==> src/rtl/fetch_queue_if.sv <==
// Fetch-queue bundle: fetch control inputs, instruction-memory request/response port,
// and the decode-side queue head. The master modport is the fetch unit itself.
interface fetch_queue_if #(
    parameter int XLEN = 32
) ();
    logic            stall;
    logic            redirect_valid;
    logic [XLEN-1:0] redirect_pc;
    logic            req_valid;
    logic [XLEN-1:0] req_pc;
    logic            req_ready;
    logic            rsp_valid;
    logic [XLEN-1:0] rsp_instr;
    logic            out_valid;
    logic [XLEN-1:0] out_pc;
    logic [XLEN-1:0] out_instr;
    logic            out_ready;

    modport master (
        input  stall, redirect_valid, redirect_pc, req_ready, rsp_valid, rsp_instr, out_ready,
        output req_valid, req_pc, out_valid, out_pc, out_instr
    );

    modport slave (
        output stall, redirect_valid, redirect_pc, req_ready, rsp_valid, rsp_instr, out_ready,
        input  req_valid, req_pc, out_valid, out_pc, out_instr
    );
endinterface

==> src/rtl/fetch_queue_unit.sv <==
// Instruction fetch unit: single-outstanding memory requests feeding a DEPTH-entry queue.
// Define FETCH_PERF_CNT_EN to add redirect_count / empty_stall_count performance counters.
module fetch_queue_unit #(
    parameter int              XLEN     = 32,
    parameter int              DEPTH    = 4,
    parameter logic [XLEN-1:0] RESET_PC = '0,
    parameter int unsigned     PC_INC   = 4
) (
    input  logic          clk,
    input  logic          reset_n,
    fetch_queue_if.master bus
`ifdef FETCH_PERF_CNT_EN
    ,
    output logic [31:0]   redirect_count,
    output logic [31:0]   empty_stall_count
`endif
);
    localparam int PTR_W = $clog2(DEPTH);
    localparam int CNT_W = PTR_W + 1;

    typedef enum logic [1:0] {IDLE, FETCH, DRAIN} state_t;

    state_t           state;
    logic [XLEN-1:0]  fetch_pc;
    logic [XLEN-1:0]  pending_pc;
    logic             outstanding;
    logic [PTR_W-1:0] wr_ptr;
    logic [PTR_W-1:0] rd_ptr;
    logic [CNT_W-1:0] count;
    logic [XLEN-1:0]  pc_mem    [DEPTH];
    logic [XLEN-1:0]  instr_mem [DEPTH];

    logic redirect;
    logic issue;
    logic accept;
    logic push;
    logic pop;

    // Issue looks only at registered occupancy, so a pop from a full queue
    // cannot open a slot for a request in the same cycle.
    assign redirect = bus.redirect_valid;
    assign issue    = (state == FETCH) && !bus.stall && !outstanding && !redirect
                      && (count < CNT_W'(DEPTH));
    assign accept   = issue && bus.req_ready;
    assign push     = (state == FETCH) && outstanding && bus.rsp_valid && !redirect;
    assign pop      = (count != '0) && bus.out_ready;

    assign bus.req_valid = issue;
    assign bus.req_pc    = fetch_pc;
    assign bus.out_valid = (count != '0);
    assign bus.out_pc    = pc_mem[rd_ptr];
    assign bus.out_instr = instr_mem[rd_ptr];

    always_ff @(posedge clk or negedge reset_n) begin
        if (!reset_n) begin
            state       <= IDLE;
            fetch_pc    <= RESET_PC;
            outstanding <= 1'b0;
            wr_ptr      <= '0;
            rd_ptr      <= '0;
            count       <= '0;
        end else if (redirect) begin
            fetch_pc <= bus.redirect_pc;
            wr_ptr   <= '0;
            rd_ptr   <= '0;
            count    <= '0;
            // A response landing in the redirect cycle is the stale one; no drain needed.
            if (outstanding && !bus.rsp_valid) begin
                state <= DRAIN;
            end else begin
                state       <= FETCH;
                outstanding <= 1'b0;
            end
        end else begin
            case (state)
                IDLE: state <= FETCH;
                FETCH: begin
                    if (accept) begin
                        fetch_pc    <= fetch_pc + XLEN'(PC_INC);
                        outstanding <= 1'b1;
                    end else if (push) begin
                        outstanding <= 1'b0;
                    end
                end
                DRAIN: begin
                    if (bus.rsp_valid) begin
                        outstanding <= 1'b0;
                        state       <= FETCH;
                    end
                end
                default: state <= IDLE;
            endcase
            if (push) wr_ptr <= wr_ptr + PTR_W'(1);
            if (pop)  rd_ptr <= rd_ptr + PTR_W'(1);
            count <= count + CNT_W'(push) - CNT_W'(pop);
        end
    end

    always_ff @(posedge clk) begin
        if (accept) pending_pc <= fetch_pc;
        if (push) begin
            pc_mem[wr_ptr]    <= pending_pc;
            instr_mem[wr_ptr] <= bus.rsp_instr;
        end
    end

`ifdef FETCH_PERF_CNT_EN
    always_ff @(posedge clk or negedge reset_n) begin
        if (!reset_n) begin
            redirect_count    <= '0;
            empty_stall_count <= '0;
        end else begin
            if (redirect && (redirect_count != '1)) redirect_count <= redirect_count + 32'd1;
            if (bus.out_ready && !bus.out_valid) empty_stall_count <= empty_stall_count + 32'd1;
        end
    end
`endif

endmodule

==> src/flat_wrapper.sv <==
// flat-port wrapper written by rule: the top's interface ports become plain ports
module fetch_queue_unit_flat 
#(
    parameter int              XLEN     = 32,
    parameter int              DEPTH    = 4,
    parameter logic [XLEN-1:0] RESET_PC = '0,
    parameter int unsigned     PC_INC   = 4
)
  (clk, reset_n, bus_stall, bus_redirect_valid, bus_redirect_pc, bus_req_ready, bus_rsp_valid, bus_rsp_instr, bus_out_ready, bus_req_valid, bus_req_pc, bus_out_valid, bus_out_pc, bus_out_instr);
  fetch_queue_if #(.XLEN(XLEN)) bus_i ();
  input  logic clk;
  input  logic reset_n;
  input wire logic [$bits(bus_i.stall)-1:0] bus_stall;
  input wire logic [$bits(bus_i.redirect_valid)-1:0] bus_redirect_valid;
  input wire logic [$bits(bus_i.redirect_pc)-1:0] bus_redirect_pc;
  input wire logic [$bits(bus_i.req_ready)-1:0] bus_req_ready;
  input wire logic [$bits(bus_i.rsp_valid)-1:0] bus_rsp_valid;
  input wire logic [$bits(bus_i.rsp_instr)-1:0] bus_rsp_instr;
  input wire logic [$bits(bus_i.out_ready)-1:0] bus_out_ready;
  output wire logic [$bits(bus_i.req_valid)-1:0] bus_req_valid;
  output wire logic [$bits(bus_i.req_pc)-1:0] bus_req_pc;
  output wire logic [$bits(bus_i.out_valid)-1:0] bus_out_valid;
  output wire logic [$bits(bus_i.out_pc)-1:0] bus_out_pc;
  output wire logic [$bits(bus_i.out_instr)-1:0] bus_out_instr;
  assign bus_i.stall = bus_stall;
  assign bus_i.redirect_valid = bus_redirect_valid;
  assign bus_i.redirect_pc = bus_redirect_pc;
  assign bus_i.req_ready = bus_req_ready;
  assign bus_i.rsp_valid = bus_rsp_valid;
  assign bus_i.rsp_instr = bus_rsp_instr;
  assign bus_i.out_ready = bus_out_ready;
  assign bus_req_valid = bus_i.req_valid;
  assign bus_req_pc = bus_i.req_pc;
  assign bus_out_valid = bus_i.out_valid;
  assign bus_out_pc = bus_i.out_pc;
  assign bus_out_instr = bus_i.out_instr;
  fetch_queue_unit #(.XLEN(XLEN), .DEPTH(DEPTH), .RESET_PC(RESET_PC), .PC_INC(PC_INC)) u_core (.clk(clk), .reset_n(reset_n), .bus(bus_i));
endmodule
==> config.mk <==
export PLATFORM = sky130hd
export DESIGN_NAME = fetch_queue_unit_flat
export DESIGN_NICKNAME = d
export VERILOG_FILES = /design/src/rtl/fetch_queue_if.sv /design/src/rtl/fetch_queue_unit.sv /design/src/flat_wrapper.sv
export SDC_FILE = /design/constraint.sdc
export NUM_CORES = 1
export LEC_CHECK = 0
export CAP_MARGIN = 10
export CELL_PAD_IN_SITES_DETAIL_PLACEMENT = 1
export CELL_PAD_IN_SITES_GLOBAL_PLACEMENT = 1
export CORE_MARGIN = 1.5
export CORE_UTILIZATION = 51
export DETAILED_ROUTE_END_ITERATION = 10
export GPL_TIMING_DRIVEN = 1
export PLACE_DENSITY = 0.82
export RECOVER_POWER = 100
export SETUP_SLACK_MARGIN = 0.1
export SYNTH_ARGS = -nofsm -noshare
export SYNTH_HDL_FRONTEND = slang
export SYNTH_SLANG_ARGS = --single-unit
==> constraint.sdc <==
create_clock -name clk -period 9.3 [get_ports clk]
set_clock_uncertainty 0.1 [all_clocks]
set_input_delay 2.79 -clock clk [delete_from_list [all_inputs] [get_ports clk]]
set_output_delay 2.79 -clock clk [all_outputs]
set_load 0.01 [all_outputs]
Word-level counts from Yosys, hierarchy flattened
Memories as Yosys holds them, arrays and structs flattened.
Cells that the tools add are included.
Storage, ports and cells
  latch bits: 0
  bits in writable memories: 256
  register bits: 74
  memories: 2
  logic and storage cells: 65
  ROM bits: 0
  output and inout port bits: 98
  input port bits: 71
Memories
  u_core.instr_mem: words 4, bits a word 32, rd ports 1, clocked after memory_dff 0, wr ports 1, line fetch_queue_unit.sv:31  | logic [XLEN-1:0] instr_mem [DEPTH];
  u_core.pc_mem: words 4, bits a word 32, rd ports 1, clocked after memory_dff 0, wr ports 1, line fetch_queue_unit.sv:30  | logic [XLEN-1:0] pc_mem [DEPTH];
Cells by class
  add/sub/neg operators: 5
  reductions and logical operators: 24
  equal/unequal tests: 6
  magnitude comparators: 1
  muxes and demuxes: 20
  divide/modulo/power cells: 0
  shift operators: 0
  multiply operators: 0
  bitwise operators: 0
Operator list (number)
  two-way mux 32 bit: 3
  adder 32 x 3 -> 32 bit (second input constant): 1
  two-way mux 2 bit: 7
  logical AND 1 bit: 10
  nonzero test 2 bit: 4
  two-way mux 1 bit: 7
  one-hot mux 2 bit (3 select lines): 1
  nonzero test 3 bit: 2
  adder 2 x 1 -> 2 bit (second input constant): 2
  logical NOT 1 bit: 4
  inequality test 2 bit (second input constant): 2
  inequality test 4 x 2 -> 1 bit (second input constant): 1
  AND reduction 2 bit: 2
  AND reduction 4 bit: 1
  adder 3 x 1 -> 3 bit: 1
  < comparator 3 bit (second input constant): 1
  two-way mux 3 bit: 1
  inequality test 3 bit (second input constant): 1
  subtractor 3 x 1 -> 3 bit: 1
  equality test 2 x 1 -> 1 bit (second input constant): 1
  equality test 2 bit (second input constant): 1
  logical NOT 2 bit: 1
  one-hot mux 1 bit (2 select lines): 1

Longest topological paths before layout
Gate-level depths: netlist (run 1).
  depth after elaboration: 9
  mapped depth: 9
  depth with buffers taken out: 9

Worst setup path before layout (run 1)
OpenSTA, ideal clock, no wires.
  path kind: input to output
  from: input port bus_redirect_valid
  to: output port bus_req_valid
  path slack: 2798 ps
  data arrival time: 3612 ps
  required time: 6410 ps
  stages: 2
  path buffers: 0
  path through: or4_4 > nor3_1
Between the ends
  word-level cells in the longest chain between the ends: 3
Ends and longest elaborated chain
  from (decl): line flat_wrapper.sv:14  | input wire logic [$bits(bus_i.redirect_valid)-1:0] bus_redirect_valid;
  logical NOT 1 bit: line fetch_queue_unit.sv:42  | assign issue = (state == FETCH) && !bus.stall && !outstanding && !redirect
  logical AND 1 bit: line fetch_queue_unit.sv:42
  logical AND 1 bit: line fetch_queue_unit.sv:43  | && (count < CNT_W'(DEPTH));
  to (decl): line flat_wrapper.sv:20  | output wire logic [$bits(bus_i.req_valid)-1:0] bus_req_valid;
Every way passes these cells.

Worst setup path in the final report (run 1)
  from: input port bus_stall
  to: output port bus_req_valid
Between the ends
  word-level cells in the longest chain between the ends: 5
Ends and longest elaborated chain
  from (decl): line flat_wrapper.sv:13  | input wire logic [$bits(bus_i.stall)-1:0] bus_stall;
  logical NOT 1 bit: line fetch_queue_unit.sv:42
  logical AND 1 bit (3 in series): line fetch_queue_unit.sv:42
  logical AND 1 bit: line fetch_queue_unit.sv:43
Every way passes these cells.

==> flow_metrics.env, run 1 <==
export IMPL_status="finished with violations"
export IMPL_violations="max-capacitance violations, max-slew violations"
export IMPL_place_gp_congestion=0.852
export IMPL_grt_pass1_vias=7510
export IMPL_boundaryPins=169
export IMPL_htree_levels=2
export IMPL_syn_nets=706
export IMPL_tns_ns=0
export IMPL_path_common_cell="dlygate4sd3_1"
export IMPL_syn_area_mm2=0.0125
export IMPL_cts_buffers=34
export IMPL_drt_first_pass_iters=5
export IMPL_dpl_cell_area_mm2=0.0145
export IMPL_r2r_cells=6
export IMPL_start_util_pct=51.7
export IMPL_cts_setup_buffers=0
export IMPL_cp_end_kind="output port"
export IMPL_synth_seq_cells=330
export IMPL_dp_hpwl_mm=16.2
export IMPL_finalCritPeriodShare_pct=80.7
export IMPL_slew_headroom_pct=-138
export IMPL_vias=6718
export IMPL_port_buffer_count=168
export IMPL_hold_class="reg -> reg"
export IMPL_setup_viol=0
export IMPL_crit_type="in -> out"
export IMPL_final_common_cell="edfxtp_1"
export IMPL_max_vdd_ir_drop_uv=130
export IMPL_ys_warn_count=0
export IMPL_wl_mm=27.6
export IMPL_synth_avg_cell_area_um2=20.0
export IMPL_clockBufferDepth=3
export IMPL_worstMarginPinSlew_ns=3.57
export IMPL_fmax_mhz=133
export IMPL_maxCapViolCount=8
export IMPL_hold_path_cell_count=0
export IMPL_ys_types=46
export IMPL_startpoint_type="input pin"
export IMPL_clk_latency_ns=0.50
export IMPL_cts_tree="done"
export IMPL_holdBufCountCts=0
export IMPL_grt_max_degree=66
export IMPL_diodes=0
export IMPL_grt_setup_unrepaired="no"
export IMPL_hold_viol=0
export IMPL_antenna_found_initial=0
export IMPL_slowest_delay_ns=0.62
export IMPL_critPathSlowestCell="dlygate4sd3_1"
export IMPL_grt_use_total_pct=22.2
export IMPL_routedWlPerCell_um=23.8
export IMPL_cts_root_buffer="clkbuf_16"
export IMPL_crit_path_max_fanout=6
export IMPL_die_y_um=160
export IMPL_critPathRequiredTime_ns=6.41
export IMPL_arrival_ns=4.61
export IMPL_clk_pin_slew_ns=0.06
export IMPL_avgViaCountPerCell=5.81
export IMPL_cts_sinks=330
export IMPL_die_area_mm2=0.0255
export IMPL_area_delta_synth_final_pct=24.5
export IMPL_fin_area_mm2=0.0156
export IMPL_drc=0
export IMPL_ys_flop_type="edfxtp_1"
export IMPL_cts_resized_gates=0
export IMPL_final_cell_mix="edfxtp_1, dlygate4sd3_1, mux4_2"
export IMPL_syn_inst=627
export IMPL_maxSlewViolCount=483
export IMPL_fin_crit_ns=7.50
export IMPL_rows=57
export IMPL_ant_nets=0
export IMPL_drt_initial_drc_count=452
export IMPL_grt_pass1_wl_mm=42.7
export IMPL_synth_async_reset_ratio_pct=12.7
export IMPL_p_per_area_mw_per_mm2=237
export IMPL_globalRoute_totalOverflow=0
export IMPL_die_x_um=160
export IMPL_crit_chain="dlygate4sd3_1 > or4_1 > nor3_1 > dlygate4sd3_1"
export IMPL_p_leak_nw=5.14
export IMPL_layout_nets=887
export IMPL_synth_edf_count=288
export IMPL_yosysSeqAreaShare_pct=77.4
export IMPL_drive_gt1_share_pct=14.0
export IMPL_core_mm2=0.0242
==> power breakdown <==
part	switching, W	internal (W)
logic	0.000258	0.000370
registers	0.000102	0.00166
clock network	0.000524	0.000787
==> critical path, delay by kind of cell <==
kind,cells,cell delay [ns]
and+or+nand+nor,2,0.67
buffers and inverters,2,1.14
==> per-layer routing <==
layer	up-vias	track usage (%)	routed length, um
met5	-	0	0
met4	0	5.82	533
met1	3514	29.0	11300
met3	48	4.94	1780
met2	264	38.1	14000
li1	2892	-	-
==> stage by stage <==
| stage | worst slack (ns) | cells | hold slack [ns] | utilization [%] | power, W |
|---|---|---|---|---|---|
| after detailed placement | 2.05 | 1096 | 0.383 | 60.0 | 0.00246 |
| after global routing | 1.66 | 1157 | 0.408 | 64.4 | 0.00383 |
| after CTS | 2.04 | 1157 | 0.397 | 64.5 | 0.00378 |
| after floorplan | 2.80 | 627 | 0.359 | - | 0.00211 |
| final | 1.80 | 1157 | 0.394 | 64.4 | 0.00370 |
| after global placement | 2.04 | 1096 | 0.363 | 60.0 | 0.00244 |
==> Yosys cell counts (9+ instances only) <==
library cell  number  area share (%)
dfrtp_1           42             8.4
mux4_2            64              11
buf_1              9            0.27
nand2_1           38             1.1
nand3_1           13            0.52
nor2_1            14            0.42
and2_1             9            0.45
xnor2_1           11            0.77
o21ai_0           19            0.76
nand4_1           10            0.50
xor2_1            11            0.77
clkbuf_1          13            0.39
edfxtp_1         288              69
inv_1             10            0.30
==> sequential cells by signal, indices dropped and copies added (netlist names) <==
name / cells
u_core.rd_ptr: 2
u_core.count: 3
u_core.wr_ptr: 2
u_core.outstanding: 1
u_core.pending_pc: 32
u_core.pc_mem: 128
u_core.state: 2
u_core.bus.req_pc: 32
u_core.instr_mem: 128
==> final timing paths <==
| check | from | end | slack, ns |
|---|---|---|---|
| min | u_core.bus.req_pc[1] | u_core.pending_pc[1] | 0.39 |
| max | bus_stall | bus_req_valid | 1.80 |
| max reg2reg | u_core.count[2] | u_core.bus.req_pc[31] | 4.79 |
| max in group asynchronous | reset_n | u_core.rd_ptr[0] | 4.43 |
| min in group asynchronous | reset_n | u_core.bus.req_pc[18] | 2.94 |
| min reg2reg | u_core.bus.req_pc[1] | u_core.pending_pc[1] | 0.39 |
==> kinds of logic (layout without fill, tap and decap cells) <==
logic type | after synthesis | count (layout) | synth area share, %
AOI/OAI and AO/OA | 43 | 43 | 2.19
xor gates and xnor gates | 22 | 22 | 1.54
adders and majority gates | 8 | 8 | 0.858
buffers and inverters | 35 | 241 | 1.13
DFF | 330 | 330 | 77.4
muxes | 69 | 69 | 11.9
and+or+nand+nor | 120 | 120 | 5.02
==> cell type report <==
cell class | count | area [um2]
Sequential cell | 330 | 9700
Fill cell | 2049 | 8640
Multi-Input combinational cell | 262 | 2690
Timing Repair Buffer | 170 | 1680
Clock buffer | 53 | 1030
Tap cell | 324 | 405
Clock inverter | 8 | 60.1
Inverter | 10 | 37.5
No activity file was read; power rests on OpenSTA's default activity.
==> run 2, diff against run 1 <==
--- a/config.mk
+++ b/config.mk
@@ -9,10 +9,10 @@
 export CELL_PAD_IN_SITES_DETAIL_PLACEMENT = 1
 export CELL_PAD_IN_SITES_GLOBAL_PLACEMENT = 1
 export CORE_MARGIN = 1.5
-export CORE_UTILIZATION = 51
+export CORE_UTILIZATION = 42
 export DETAILED_ROUTE_END_ITERATION = 10
 export GPL_TIMING_DRIVEN = 1
-export PLACE_DENSITY = 0.82
+export PLACE_DENSITY = 0.72
 export RECOVER_POWER = 100
 export SETUP_SLACK_MARGIN = 0.1
 export SYNTH_ARGS = -nofsm -noshare
==> constraint.sdc (replaced) <==
create_clock -name clk -period 6.15 [get_ports clk]
set_clock_uncertainty 0.1 [all_clocks]
set_input_delay 1.845 -clock clk [delete_from_list [all_inputs] [get_ports clk]]
set_output_delay 1.845 -clock clk [all_outputs]
set_load 0.01 [all_outputs]
==> flow_metrics.env, run 2 (same netlist as run 1, synthesis figures left out) <==
export IMPL_status="finished with violations"
export IMPL_violations="max-capacitance violations, max-slew violations"
export IMPL_dpl_cell_area_mm2=0.0146
export IMPL_grt_pass1_vias=7333
export IMPL_final_cell_mix="edfxtp_1, dlygate4sd3_1, mux4_2"
export IMPL_diodes=0
export IMPL_slowest_delay_ns=0.63
export IMPL_routedWlPerCell_um=22.3
export IMPL_rows=63
export IMPL_finalCritPeriodShare_pct=91.2
export IMPL_largestRegisters="u_core.instr_mem x128, u_core.pc_mem x128"
export IMPL_startpoint_type="input pin"
export IMPL_maxSlewViolCount=363
export IMPL_cts_root_buffer="clkbuf_16"
export IMPL_tns_ns=0
export IMPL_cts_resized_gates=0
export IMPL_wl_mm=27.5
export IMPL_hold_viol=0
export IMPL_maxCapViolCount=6
export IMPL_grt_max_degree=66
export IMPL_cp_end_kind="output port"
export IMPL_path_common_cell="dlygate4sd3_1"
export IMPL_hold_class="reg -> reg"
export IMPL_critPathRequiredTime_ns=4.20
export IMPL_crit_type="in -> out"
export IMPL_final_util_pct=53.7
export IMPL_ant_nets=0
export IMPL_grt_use_total_pct=18.4
export IMPL_fin_area_mm2=0.0158
export IMPL_crit_chain="dlygate4sd3_1 > or4_1 > nor3_1 > dlygate4sd3_1"
export IMPL_antenna_found_initial=1
export IMPL_die_y_um=176
export IMPL_cts_sinks=330
export IMPL_drc=0
export IMPL_drt_first_pass_iters=4
export IMPL_place_ws_ns=0.793
export IMPL_avgViaCountPerCell=5.35
export IMPL_crit_family="buffers and inverters"
export IMPL_core_mm2=0.0295
export IMPL_slew_headroom_pct=-68.1
export IMPL_globalRoute_totalOverflow=0
export IMPL_max_vdd_ir_drop_uv=145
export IMPL_layout_nets=891
export IMPL_die_area_mm2=0.0309
export IMPL_start_util_pct=42.5
export IMPL_critPathSlowestCell="dlygate4sd3_1"
export IMPL_dp_hpwl_mm=16.7
export IMPL_grt_pass1_wl_mm=42.9
export IMPL_fillers=2685
export IMPL_port_buffer_count=168
export IMPL_cts_setup_buffers=0
export IMPL_grt_setup_unrepaired="no"
export IMPL_drt_initial_drc_count=411
export IMPL_drive_gt1_share_pct=15.1
export IMPL_die_x_um=176
export IMPL_p_per_area_mw_per_mm2=362
export IMPL_holdBufCountCts=0
export IMPL_vias=6584
export IMPL_boundaryPins=169
export IMPL_clk_latency_ns=0.51
export IMPL_area_delta_synth_final_pct=26.2
export IMPL_cts_tree="done"
export IMPL_place_gp_congestion=0.822
export IMPL_crit_path_max_fanout=6
export IMPL_fin_crit_ns=5.61
export IMPL_fmax_mhz=178
export IMPL_fin_hold_ws_ns=0.381
export IMPL_clk_pin_slew_ns=0.06
export IMPL_fin_ws_ns=0.542
export IMPL_arrival_ns=3.66
export IMPL_crit_buf_inv=2
export IMPL_p_leak_nw=5.20
export IMPL_worstMarginPinSlew_ns=2.52
export IMPL_htree_levels=2
export IMPL_cts_buffers=37
export IMPL_setup_viol=0
export IMPL_clockBufferDepth=3
export IMPL_final_common_cell="edfxtp_1"
run 2: changes by cell type in the layout (fill, tap and decap cells not counted), moves of 2 or more:
cell and change:
clkbuf_1 -2, and2_1 -4, bufinv_16 +2, clkinv_1 +5
and2_2 +4
run 2: layout make-up:
cell class                 instances  area, um2  share of cell area, %
inverter                          10       37.5                  0.237
sequential                       330       9700                   61.3
timing repair buffer             171       1700                   10.8
clock inverter                    16        148                  0.933
clock buffer                      52       1040                   6.60
tap                              390        488                   3.08
multi-input combinational        262       2700                   17.1
run 2: final timing paths:
| check | cells past startpoint | end | from | slack, ns |
|---|---|---|---|---|
| hold reg to reg | 0 | u_core.pending_pc[0] | u_core.bus.req_pc[0] | 0.38 |
| setup / recovery | 4 | bus_req_valid | bus_stall | 0.54 |
| setup reg to reg | 7 | u_core.bus.req_pc[15] | u_core.count[2] | 2.37 |
| hold / removal | 0 | u_core.pending_pc[0] | u_core.bus.req_pc[0] | 0.38 |
| min in group asynchronous | 1 | u_core.bus.req_pc[17] | reset_n | 1.98 |
| max in group asynchronous | 1 | u_core.rd_ptr[1] | reset_n | 2.22 |
run 2: routing by layer:
layer	global-route usage (%)	wire length (um)	vias up
met2	30.7	13500	223
met5	0	13	-
met1	24.3	11600	3414
met3	4.63	1910	37
met4	4.02	400	2
li1	-	-	2908
run 2: where the power goes:
part	total (W)	leakage, nW	switching (W)	internal, W
sequential	0.00267	3.11	0.000165	0.00251
combinational	0.000925	1.51	0.000368	0.000557
clock	0.00213	0.581	0.000824	0.00131
run 2: metrics by stage:
step	std cells	total power, W
finish	1231	0.00573
global route	1231	0.00596
CTS	1231	0.00588
detailed placement	1163	0.00374
global placement	1163	0.00371
floorplan	627	0.00320
run 2: worst reg2reg max path: cells and delay by family, from the launching register on:
kind            cells  cell delay [ns]
compound gates      1             0.09
xor+xnor            1             0.16
buf+inv             2             1.43
flops               1             0.45
simple gates        3             1.34
